### src/rtl/coherency_arbiter_n.sv
// coherency_arbiter_n: N-core bus arbiter and snooping coherency controller in front of one RAM port.
// Optional feature: define COH_SNOOP_TIMEOUT_EN to bound the SNOOP phase with a SNOOP_TO-cycle timer.
module coherency_arbiter_n #(
    parameter int NCPU     = 2,
    parameter int WORDS    = 2,
    parameter int SNOOP_TO = 16
) (
    input  logic                   CLK,
    input  logic                   RST,
    input  logic [NCPU-1:0]        iREN,
    input  logic [NCPU-1:0]        dREN,
    input  logic [NCPU-1:0]        dWEN,
    input  logic [NCPU-1:0]        cctrans,
    input  logic [NCPU-1:0]        ccwrite,
    input  logic [32*NCPU-1:0]     iaddr,
    input  logic [32*NCPU-1:0]     daddr,
    input  logic [32*NCPU-1:0]     dstore,
    input  logic [31:0]            ramload,
    input  logic [1:0]             ramstate,
    output logic [NCPU-1:0]        iwait,
    output logic [NCPU-1:0]        dwait,
    output logic [32*NCPU-1:0]     iload,
    output logic [32*NCPU-1:0]     dload,
    output logic [NCPU-1:0]        ccwait,
    output logic [NCPU-1:0]        ccinv,
    output logic [32*NCPU-1:0]     ccsnoopaddr,
    output logic [31:0]            ramaddr,
    output logic [31:0]            ramstore,
    output logic                   ramREN,
    output logic                   ramWEN
);

    localparam int IDX_W  = (NCPU > 1) ? $clog2(NCPU) : 1;
    localparam int BEAT_W = (WORDS > 0) ? $clog2(WORDS + 1) : 1;
    localparam logic [1:0] RAM_ACCESS = 2'd2;

    if (NCPU < 2 || NCPU > 8 || WORDS < 1 || SNOOP_TO < 1) begin : g_param_check
        $error("coherency_arbiter_n: parameter out of range");
    end

    typedef enum logic [2:0] {
        IDLE,
        IST,
        WST,
        SNOOP,
        C2C,
        M2C
    } state_t;

    state_t            state, state_n;
    logic [IDX_W-1:0]  req, req_n;
    logic [IDX_W-1:0]  rsp, rsp_n;
    logic [IDX_W-1:0]  rr, rr_n;
    logic [IDX_W-1:0]  rr_after;
    logic [BEAT_W-1:0] beat, beat_n;

`ifdef COH_SNOOP_TIMEOUT_EN
    localparam int TIMER_W = $clog2(SNOOP_TO + 1);
    logic [TIMER_W-1:0] timer, timer_n;
    logic               timed_out;
    assign timed_out = (int'(timer) >= SNOOP_TO - 1);
`endif

    logic              access;
    logic              last_beat;
    logic [NCPU-1:0]   req_mask;
    logic [NCPU-1:0]   dirty_vec;
    logic              others_done;
    logic [IDX_W:0]    rd_pick, wr_pick, if_pick, dirty_pick;
    logic [31:0]       req_iaddr, req_daddr, req_dstore, rsp_dstore;

    // First set bit of v found by scanning ptr, ptr+1, ... mod NCPU; MSB flags a hit.
    function automatic logic [IDX_W:0] pick_rr(input logic [NCPU-1:0] v, input logic [IDX_W-1:0] ptr);
        logic [IDX_W:0] r;
        int             p;
        r = '0;
        for (int i = NCPU - 1; i >= 0; i--) begin
            p = (int'(ptr) + i) % NCPU;
            if (v[p]) r = {1'b1, IDX_W'(p)};
        end
        return r;
    endfunction

    function automatic logic [IDX_W:0] pick_lowest(input logic [NCPU-1:0] v);
        logic [IDX_W:0] r;
        r = '0;
        for (int i = NCPU - 1; i >= 0; i--) begin
            if (v[i]) r = {1'b1, IDX_W'(i)};
        end
        return r;
    endfunction

    assign access      = (ramstate == RAM_ACCESS);
    assign last_beat   = (int'(beat) + 1 >= WORDS);
    assign req_mask    = {{(NCPU-1){1'b0}}, 1'b1} << req;
    assign dirty_vec   = ccwrite & dWEN & ~req_mask;
    assign others_done = &(ccwrite | req_mask);
    assign rd_pick     = pick_rr(cctrans & dREN, rr);
    assign wr_pick     = pick_rr(dWEN, rr);
    assign if_pick     = pick_rr(iREN, rr);
    assign dirty_pick  = pick_lowest(dirty_vec);
    assign rr_after    = (int'(req) == NCPU - 1) ? '0 : req + 1'b1;
    assign req_iaddr   = iaddr[{req, 5'b0} +: 32];
    assign req_daddr   = daddr[{req, 5'b0} +: 32];
    assign req_dstore  = dstore[{req, 5'b0} +: 32];
    assign rsp_dstore  = dstore[{rsp, 5'b0} +: 32];

    always_ff @(posedge CLK or posedge RST) begin
        if (RST) begin
            state <= IDLE;
            req   <= '0;
            rsp   <= '0;
            rr    <= '0;
            beat  <= '0;
`ifdef COH_SNOOP_TIMEOUT_EN
            timer <= '0;
`endif
        end else begin
            state <= state_n;
            req   <= req_n;
            rsp   <= rsp_n;
            rr    <= rr_n;
            beat  <= beat_n;
`ifdef COH_SNOOP_TIMEOUT_EN
            timer <= timer_n;
`endif
        end
    end

    // Any wait stays high unless the granted transfer completes a word this cycle.
    always_comb begin
        state_n     = state;
        req_n       = req;
        rsp_n       = rsp;
        rr_n        = rr;
        beat_n      = beat;
`ifdef COH_SNOOP_TIMEOUT_EN
        timer_n     = timer;
`endif
        iwait       = '1;
        dwait       = '1;
        iload       = '0;
        dload       = '0;
        ccwait      = '0;
        ccinv       = '0;
        ccsnoopaddr = '0;
        ramaddr     = '0;
        ramstore    = '0;
        ramREN      = 1'b0;
        ramWEN      = 1'b0;

        case (state)
            IDLE: begin
                beat_n = '0;
                if (rd_pick[IDX_W]) begin
                    state_n = SNOOP;
                    req_n   = rd_pick[IDX_W-1:0];
`ifdef COH_SNOOP_TIMEOUT_EN
                    timer_n = '0;
`endif
                end else if (wr_pick[IDX_W]) begin
                    state_n = WST;
                    req_n   = wr_pick[IDX_W-1:0];
                end else if (if_pick[IDX_W]) begin
                    state_n = IST;
                    req_n   = if_pick[IDX_W-1:0];
                end
            end

            IST: begin
                ramREN                    = 1'b1;
                ramaddr                   = req_iaddr;
                iload[{req, 5'b0} +: 32]  = ramload;
                if (access) begin
                    iwait[req] = 1'b0;
                    state_n    = IDLE;
                    rr_n       = rr_after;
                end
            end

            WST: begin
                ramWEN   = dWEN[req];
                ramaddr  = req_daddr;
                ramstore = req_dstore;
                if (access) dwait[req] = 1'b0;
                if (!dWEN[req]) begin
                    state_n = IDLE;
                    rr_n    = rr_after;
                end
            end

            SNOOP: begin
                ccwait = ~req_mask;
                ccinv  = ccwrite[req] ? ~req_mask : '0;
                for (int k = 0; k < NCPU; k++) begin
                    if (!req_mask[k]) ccsnoopaddr[32*k +: 32] = req_daddr;
                end
                if (dirty_pick[IDX_W]) begin
                    rsp_n   = dirty_pick[IDX_W-1:0];
                    state_n = C2C;
                end else if (others_done) begin
                    state_n = M2C;
                end
`ifdef COH_SNOOP_TIMEOUT_EN
                else if (timed_out) begin
                    state_n = M2C;
                end else begin
                    timer_n = timer + 1'b1;
                end
`endif
            end

            C2C: begin
                ccwait = ~req_mask;
                ccinv  = ccwrite[req] ? ~req_mask : '0;
                for (int k = 0; k < NCPU; k++) begin
                    if (!req_mask[k]) ccsnoopaddr[32*k +: 32] = req_daddr;
                end
                dload[{req, 5'b0} +: 32] = rsp_dstore;
                ramWEN                   = 1'b1;
                ramaddr                  = req_daddr;
                ramstore                 = rsp_dstore;
                if (access) begin
                    dwait[req] = 1'b0;
                    dwait[rsp] = 1'b0;
                    beat_n     = beat + 1'b1;
                    if (last_beat) begin
                        state_n = IDLE;
                        rr_n    = rr_after;
                    end
                end
                if (!dREN[req]) begin
                    state_n = IDLE;
                    rr_n    = rr_after;
                end
            end

            M2C: begin
                ccwait                   = ~req_mask;
                ramREN                   = 1'b1;
                ramaddr                  = req_daddr;
                dload[{req, 5'b0} +: 32] = ramload;
                if (access) begin
                    dwait[req] = 1'b0;
                    beat_n     = beat + 1'b1;
                    if (last_beat) begin
                        state_n = IDLE;
                        rr_n    = rr_after;
                    end
                end
                if (!dREN[req]) begin
                    state_n = IDLE;
                    rr_n    = rr_after;
                end
            end

            default: state_n = IDLE;
        endcase
    end

endmodule

### config.mk
export PLATFORM = sky130hd
export DESIGN_NAME = coherency_arbiter_n
export DESIGN_NICKNAME = d
export VERILOG_FILES = /design/src/rtl/coherency_arbiter_n.sv
export SDC_FILE = /design/constraint.sdc
export NUM_CORES = 1
export LEC_CHECK = 0
export CORE_AREA = 2 2 197 199
export DETAILED_ROUTE_END_ITERATION = 6
export DIE_AREA = 0 0 199 201
export GPL_ROUTABILITY_DRIVEN = 0
export PLACE_DENSITY = 0.39
export SETUP_SLACK_MARGIN = 0.05
export SYNTH_ARGS = -nofsm -noshare
export SYNTH_HDL_FRONTEND = slang
export SYNTH_SLANG_ARGS = --single-unit
### constraint.sdc
create_clock -name CLK -period 3.53 [get_ports CLK]
set_input_delay 0.353 -clock CLK [delete_from_list [all_inputs] [get_ports CLK]]
set_output_delay 0.353 -clock CLK [all_outputs]
set_load 0.02 [all_outputs]
==> results of run 1 <==
## state kept, by name (all words and copies together) (netlist names)
name	flops
beat	2
req	1
rr	1
rsp	1
state	3
## critical path, delay by kind of cell (launching register included)
kind / cells / cell delay (ns)
AOI/OAI and AO/OA: 1 / 0.10
and+or+nand+nor: 3 / 1.23
DFF: 1 / 0.47
buffers and inverters: 1 / 0.61
## logic make-up after synthesis
group | Yosys count
AOI/OAI and AO/OA | 160
adders and majority gates | 1
buffers and inverters | 81
DFF | 8
muxes | 102
and+or+nand+nor | 290
## worst paths after layout
path	from	to	slack (ns)
setup / recovery	state[1]$_DFFE_PP0P_	dload[47]	0.51
hold / removal	RST	req$_DFFE_PP0P_	0.39
setup reg to reg	req$_DFFE_PP0P_	state[0]$_DFFE_PP0P_	1.01
hold reg to reg	beat[1]$_DFFE_PP0P_	beat[1]$_DFFE_PP0P_	0.49
max in group asynchronous	RST	req$_DFFE_PP0P_	2.85
min in group CLK	beat[1]$_DFFE_PP0P_	beat[1]$_DFFE_PP0P_	0.49
## through the flow
| step | std cells | cell area [um^2] |
|---|---|---|
| floorplan | 642 | 3990 |
| global placement | 1610 | 9600 |
| detailed placement | 1610 | 9600 |
| CTS | 1613 | 9670 |
| global route | 1615 | 9680 |
| finish | 1616 | 9680 |
## area by class of cell
cell class                      instances  area share [%]
Timing Repair Buffer                  524            54.3
Multi-Input combinational cell        553            35.8
Tap cell                              518            6.70
Sequential cell                         8            2.12
Clock buffer                            3           0.775
Inverter                                7           0.271
Antenna cell                            3          0.0775
## cell usage in the layout, fill, tap and decap left out, types with 3 or more instances in the layout
cell             instances
and2_1                  34
o21ai_0                  9
nand2b_1                 3
buf_12                   5
inv_1                    6
nor2_1                 132
and3_1                  64
buf_4                   16
clkdlybuf4s50_1        503
a21oi_1                 41
o22ai_1                 65
mux2i_1                 99
diode_2                  3
dfrtp_1                  6
clkbuf_16                3
a21boi_0                32
nand2_1                 42
nor2b_1                  3
## where the power goes
part | total (mW) | internal [mW] | switching (mW)
combinational | 5.45 | 2.32 | 3.12
clock | 0.192 | 0.146 | 0.0455
sequential | 0.212 | 0.130 | 0.0824
total | 5.85 | 2.60 | 3.25
## routing by layer
metal / GRT usage [%] / share of wire (%) / vias up
met5: 0 / 0 / -
met4: 2.99 / 1.7 / 0
met2: 28.1 / 50 / 235
met1: 20.6 / 43 / 3093
met3: 2.28 / 5.3 / 30
li1: - / - / 3203
==> qor.yml, run 1 <==
crit_chain: "or3b_4 -> nor2_1 -> a21oi_1 -> nor2_1 -> clkdlybuf4s50_1"
dr.pass1.iters: 4
final_util_pct: 25.4
syn_inst: 642
area_growth_pct: 143
p_leak_nw: 3.79
critPathKind: "flop to output pin"
async_reset_ff_share_pct: 100
timing.final.crit_share_pct: 85.6
cts_tree: "yes"
vias: 6561
die_w_um: 199
startpoint_type: "flop"
period_needed_ns: 3.02
reg2reg_depth: 6
synth_fa_ha_area_share_pct: 0.314
worstPathArrival_ns: 2.67
yosysMostFrequentCell: "nor2_1"
synth-simple-area-share_pct: 34.8
yosysWarnings: 0
synth_xor_area_share_pct: 0
portBuffers: 503
hold_class: "input port to asynchronous set/reset pin"
crit_slowest_cell: "or3b_4"
synth_flop_cell: "dfrtp_1"
setup_tns_ns: 0
cts_buffer_depth: 2
layout.nets: 1336
ant_nets: 0
synth_top_area_cell: "mux2i_1"
start_util_pct: 10.5
relSlewSlack_pct: 39.9
ys_ff_latch: 8
outcome: "finished, final reports clean"
wl_per_cell_um: 20.7
multi_input_area_mm2: 0.00346
hold_viol_final: 0
pwr_density_cell_mw_per_mm2: 604
grt_pass1_wl_um: 47900
finClkSkew_ns: 0.00161
cts_sinks: 8
cts-root-buf: "clkbuf_16"
cpPeakStageDelay_ns: 0.75
numCtsBuffers: 3
layout-drive-gt1-share_pct: 3.47
grt_max_degree: 73
setup_viol: 0
drt_wl_total_um: 33500
grt_usage_pct: 16.0
synth_top_area_share_pct: 24.9
die_area_mm2: 0.0400
synth-compound-area-share_pct: 25.5
antenna_found_initial: 4
seqCellArea_um2: 205
pin_count: 504
synth_top_family_by_area: "simple AND/OR/NAND/NOR gates"
cts.repair.resized: 0
drv_cap: 0
num_rows: 72
syn_nets: 881
setup_ws_ns: 0.510
hold_buffers: 0
avgSynthCellArea_um2: 6.21
crit_top_cell: "nor2_1"
core-area_mm2: 0.0381
final_max_slew_viol_count: 0
cp.required_ns: 3.18
synthTopCellsByArea: "mux2i_1 (25%), nor2_1 (13%), o22ai_1 (10%), and3_1 (10%), a21boi_0 (6.0%)"
gr-total-overflow: 0
h-tree-depth: 1
ir_drop_mv: 0.478
worst_pin_slew_ns: 0.901
synth_area_mm2: 0.00399
fmax_ghz: 0.331
total_power_mw: 5.85
clkTransAtPathRegs_ns: 0.04
synth-seq-area-share_pct: 5.02
dpl.hpwl_um: 26600
cts_setup_buffers: 0
cp-end-kind: "output pin"
via_per_inst: 4.06
ys_types: 40
pre_cts_ws_ns: 0.665
rsz0062_at_grt: "false"
hold_slack_ns: 0.391
synth_common_cells: "nor2_1 (133), mux2i_1 (99), o22ai_1 (65)"
synth_mux_area_share_pct: 25.8
clk_latency_ns: 0.23
crit_fanout: 65
first_global_vias: 6816
num-fill-cells: 4223
die_h_um: 201
drtIter0Drc: 341
drc: 0
synth_edf_count: 0
Power figures use the tool's default switching activity.
==> inputs of run 2 (changes only) <==
--- a/config.mk
+++ b/config.mk
@@ -6,11 +6,13 @@
 export NUM_CORES = 1
 export LEC_CHECK = 0
 export CORE_AREA = 2 2 197 199
+export CTS_CLUSTER_DIAMETER = 150
 export DETAILED_ROUTE_END_ITERATION = 6
 export DIE_AREA = 0 0 199 201
 export GPL_ROUTABILITY_DRIVEN = 0
 export PLACE_DENSITY = 0.39
 export SETUP_SLACK_MARGIN = 0.05
+export SLEW_MARGIN = 5
 export SYNTH_ARGS = -nofsm -noshare
 export SYNTH_HDL_FRONTEND = slang
 export SYNTH_SLANG_ARGS = --single-unit
==> results of run 2 <==
No change in the layout: final DEF, timing and power equal those of run 1.
==> variant, RTL diff (flow settings as in run 2) <==
Build with the macro `COH_SNOOP_TIMEOUT_EN` defined.
--- a/src/rtl/coherency_arbiter_n.sv
+++ b/src/rtl/coherency_arbiter_n.sv
@@ -1,4 +1,6 @@
 // coherency_arbiter_n: N-core bus arbiter and snooping coherency controller in front of one RAM port.
 // Optional feature: define COH_SNOOP_TIMEOUT_EN to bound the SNOOP phase with a SNOOP_TO-cycle timer.
+`define COH_SNOOP_TIMEOUT_EN
+
 module coherency_arbiter_n #(
     parameter int NCPU     = 2,
Function: no difference found for any inputs over 4 cycles, from zero or initial values and one cycle with RST high; that may be too few to reach the edited logic, so the function may still have changed.
==> variant against run 2 <==
  * Utilization grew 0.99 points
  * Power up 3.0%
  * Sequential power is 80% higher
  * Wire length shrank 0.61%
  * Sequential cell count increased by 5
  * Synthesized cell count grew 4.2%
  * Area after synthesis up 8.4%
  * Setup slack got worse by 0.084 ns
  * First-iteration DRC count shrank 17%
  * Cell area rose by 3.9%
  * Critical endpoint is now dload[57]
  * Largest cell class unchanged
  * Global-route usage decreased by 0.060 points
==> variant: results (changes against run 2) <==
\begin{tabular}{lr}
\hline
Metric & Value \\
\hline
\multicolumn{2}{l}{\textbf{Cells and area}} \\
Largest regs & timer (5), state (3), beat (2) \\
Ratio of cells with drive above 1 in the final layout & 3.54\% (+0.070 points) \\
Fin nets & 1372 (+2.7\%) \\
\multicolumn{2}{l}{\textbf{Worst setup path}} \\
Worst EP arrival & 2.75 ns (+0.08 ns) \\
FF-to-FF setup slack & 1.20 ns (+0.19 ns) \\
Max stage delay cell, worst path & sky130\_fd\_sc\_hd\_\_dfrtp\_1 \\
Slowest Stage Delay on Critical Path & 0.58 ns (-0.17 ns) \\
Critical-path maximum fanout & 25 (-62\%) \\
\multicolumn{2}{l}{\textbf{Placed design}} \\
Cell area reported after detailed placement & 0.00997 mm\^{}2 (+3.9\%) \\
Worst slack after detailed placement & 0.642 ns (-0.0224 ns) \\
Cell count after placement & 1644 (+2.1\%) \\
\multicolumn{2}{l}{\textbf{Status}} \\
Run status & finished, final reports clean \\
\multicolumn{2}{l}{\textbf{Synthesis}} \\
Mean Syn Cell Area & 6.46 um\^{}2 (+4.1\%) \\
List of most frequent post-synthesis cells & sky130\_fd\_sc\_hd\_\_nor2\_1, sky130\_fd\_sc\_hd\_\_mux2i\_1, sky130\_fd\_sc\_hd\_\_and2\_1 \\
Distinct cell type count of the synthesized netlist & 41 (+2.5\%) \\
Post-synth net total & 910 (+3.3\%) \\
\multicolumn{2}{l}{\textbf{Timing}} \\
Worst-Margin Slew & 0.621 ns (-0.280 ns) \\
Clk\_skew & 0.00223 ns (+0.000629 ns) \\
Final hold slack & 0.488 ns (+0.0970 ns) \\
\multicolumn{2}{l}{\textbf{Global routing}} \\
Global-route usage over all layers & 15.9\% (-0.060 points) \\
Wire length of the first global-routing pass & 47.5 mm (-0.78\%) \\
Pin count of the biggest net entering global routing & 54 (-26\%) \\
Number of global-route vias before repair & 6990 (+2.6\%) \\
\multicolumn{2}{l}{\textbf{Routing}} \\
Routed wire length & 33.3 mm (-0.61\%) \\
\multicolumn{2}{l}{\textbf{Clocking}} \\
Worst-skew pair later-pin latency & 0.25 ns (+0.02 ns) \\
\hline
\end{tabular}
[variant: final cells by class]
| type | count | area, um^2 |
|---|---|---|
| clock buffers | 3 | 75.1 |
| clock inverters | 1 | 5.00 |
| diodes | 1 | 2.50 |
| multi-input cells | 582 | 3700 |
| repair buffers | 524 | 5270 |
| fillers | 4217 | 28000 |
| flip-flops and latches | 13 | 330 |
| inverters | 7 | 26.3 |
| well taps | 518 | 648 |
[variant: logic make-up (layout without fill, tap and decap cells)]
family,after synthesis,count (layout),share of synthesized area (%)
compound gates,129,129,17.9
other cells,0,1,0
flops,13,13,7.52
simple gates,315,315,35.0
fa+ha+maj,3,3,0.868
buf+inv,74,535,7.15
mux,135,135,31.5
[variant: worst max path at each step]
stage / from / to / slack (ns) / cells after the start
2_1_floorplan: state[1] / dload[0] / 1.44 / 7
3_3_place_gp: state[1] / dload[60] / 0.65 / 6
3_5_place_dp: state[1] / dload[57] / 0.64 / 8
4_1_cts: state[2] / ramstore[17] / 0.38 / 6
5_1_grt: state[2] / dload[22] / 0.21 / 8
6_report: state[1] / dload[57] / 0.43 / 8
[variant: routing by layer]
metal | track usage [%] | up-vias | part of all wire [%]
li1 | - | 3279 | -
met2 | 28.9 | 255 | 51
met5 | 0 | - | 0
met1 | 19.9 | 3113 | 42
met4 | 2.37 | 0 | 1.4
met3 | 2.47 | 22 | 5.8
[variant: worst max-delay path: cells and delay by family, from the launching register on]
family          cells  cell delay, ns
buf+inv             3            1.17
compound gates      1            0.19
simple gates        4            0.54
flops               1            0.58
[variant: power by group]
part / internal [uW] / total [uW] / switching, uW / leakage, uW
clock network: 151 / 223 / 71.5 / 0.0000409
registers: 195 / 381 / 186 / 0.000169
logic: 2430 / 5420 / 2980 / 0.00367
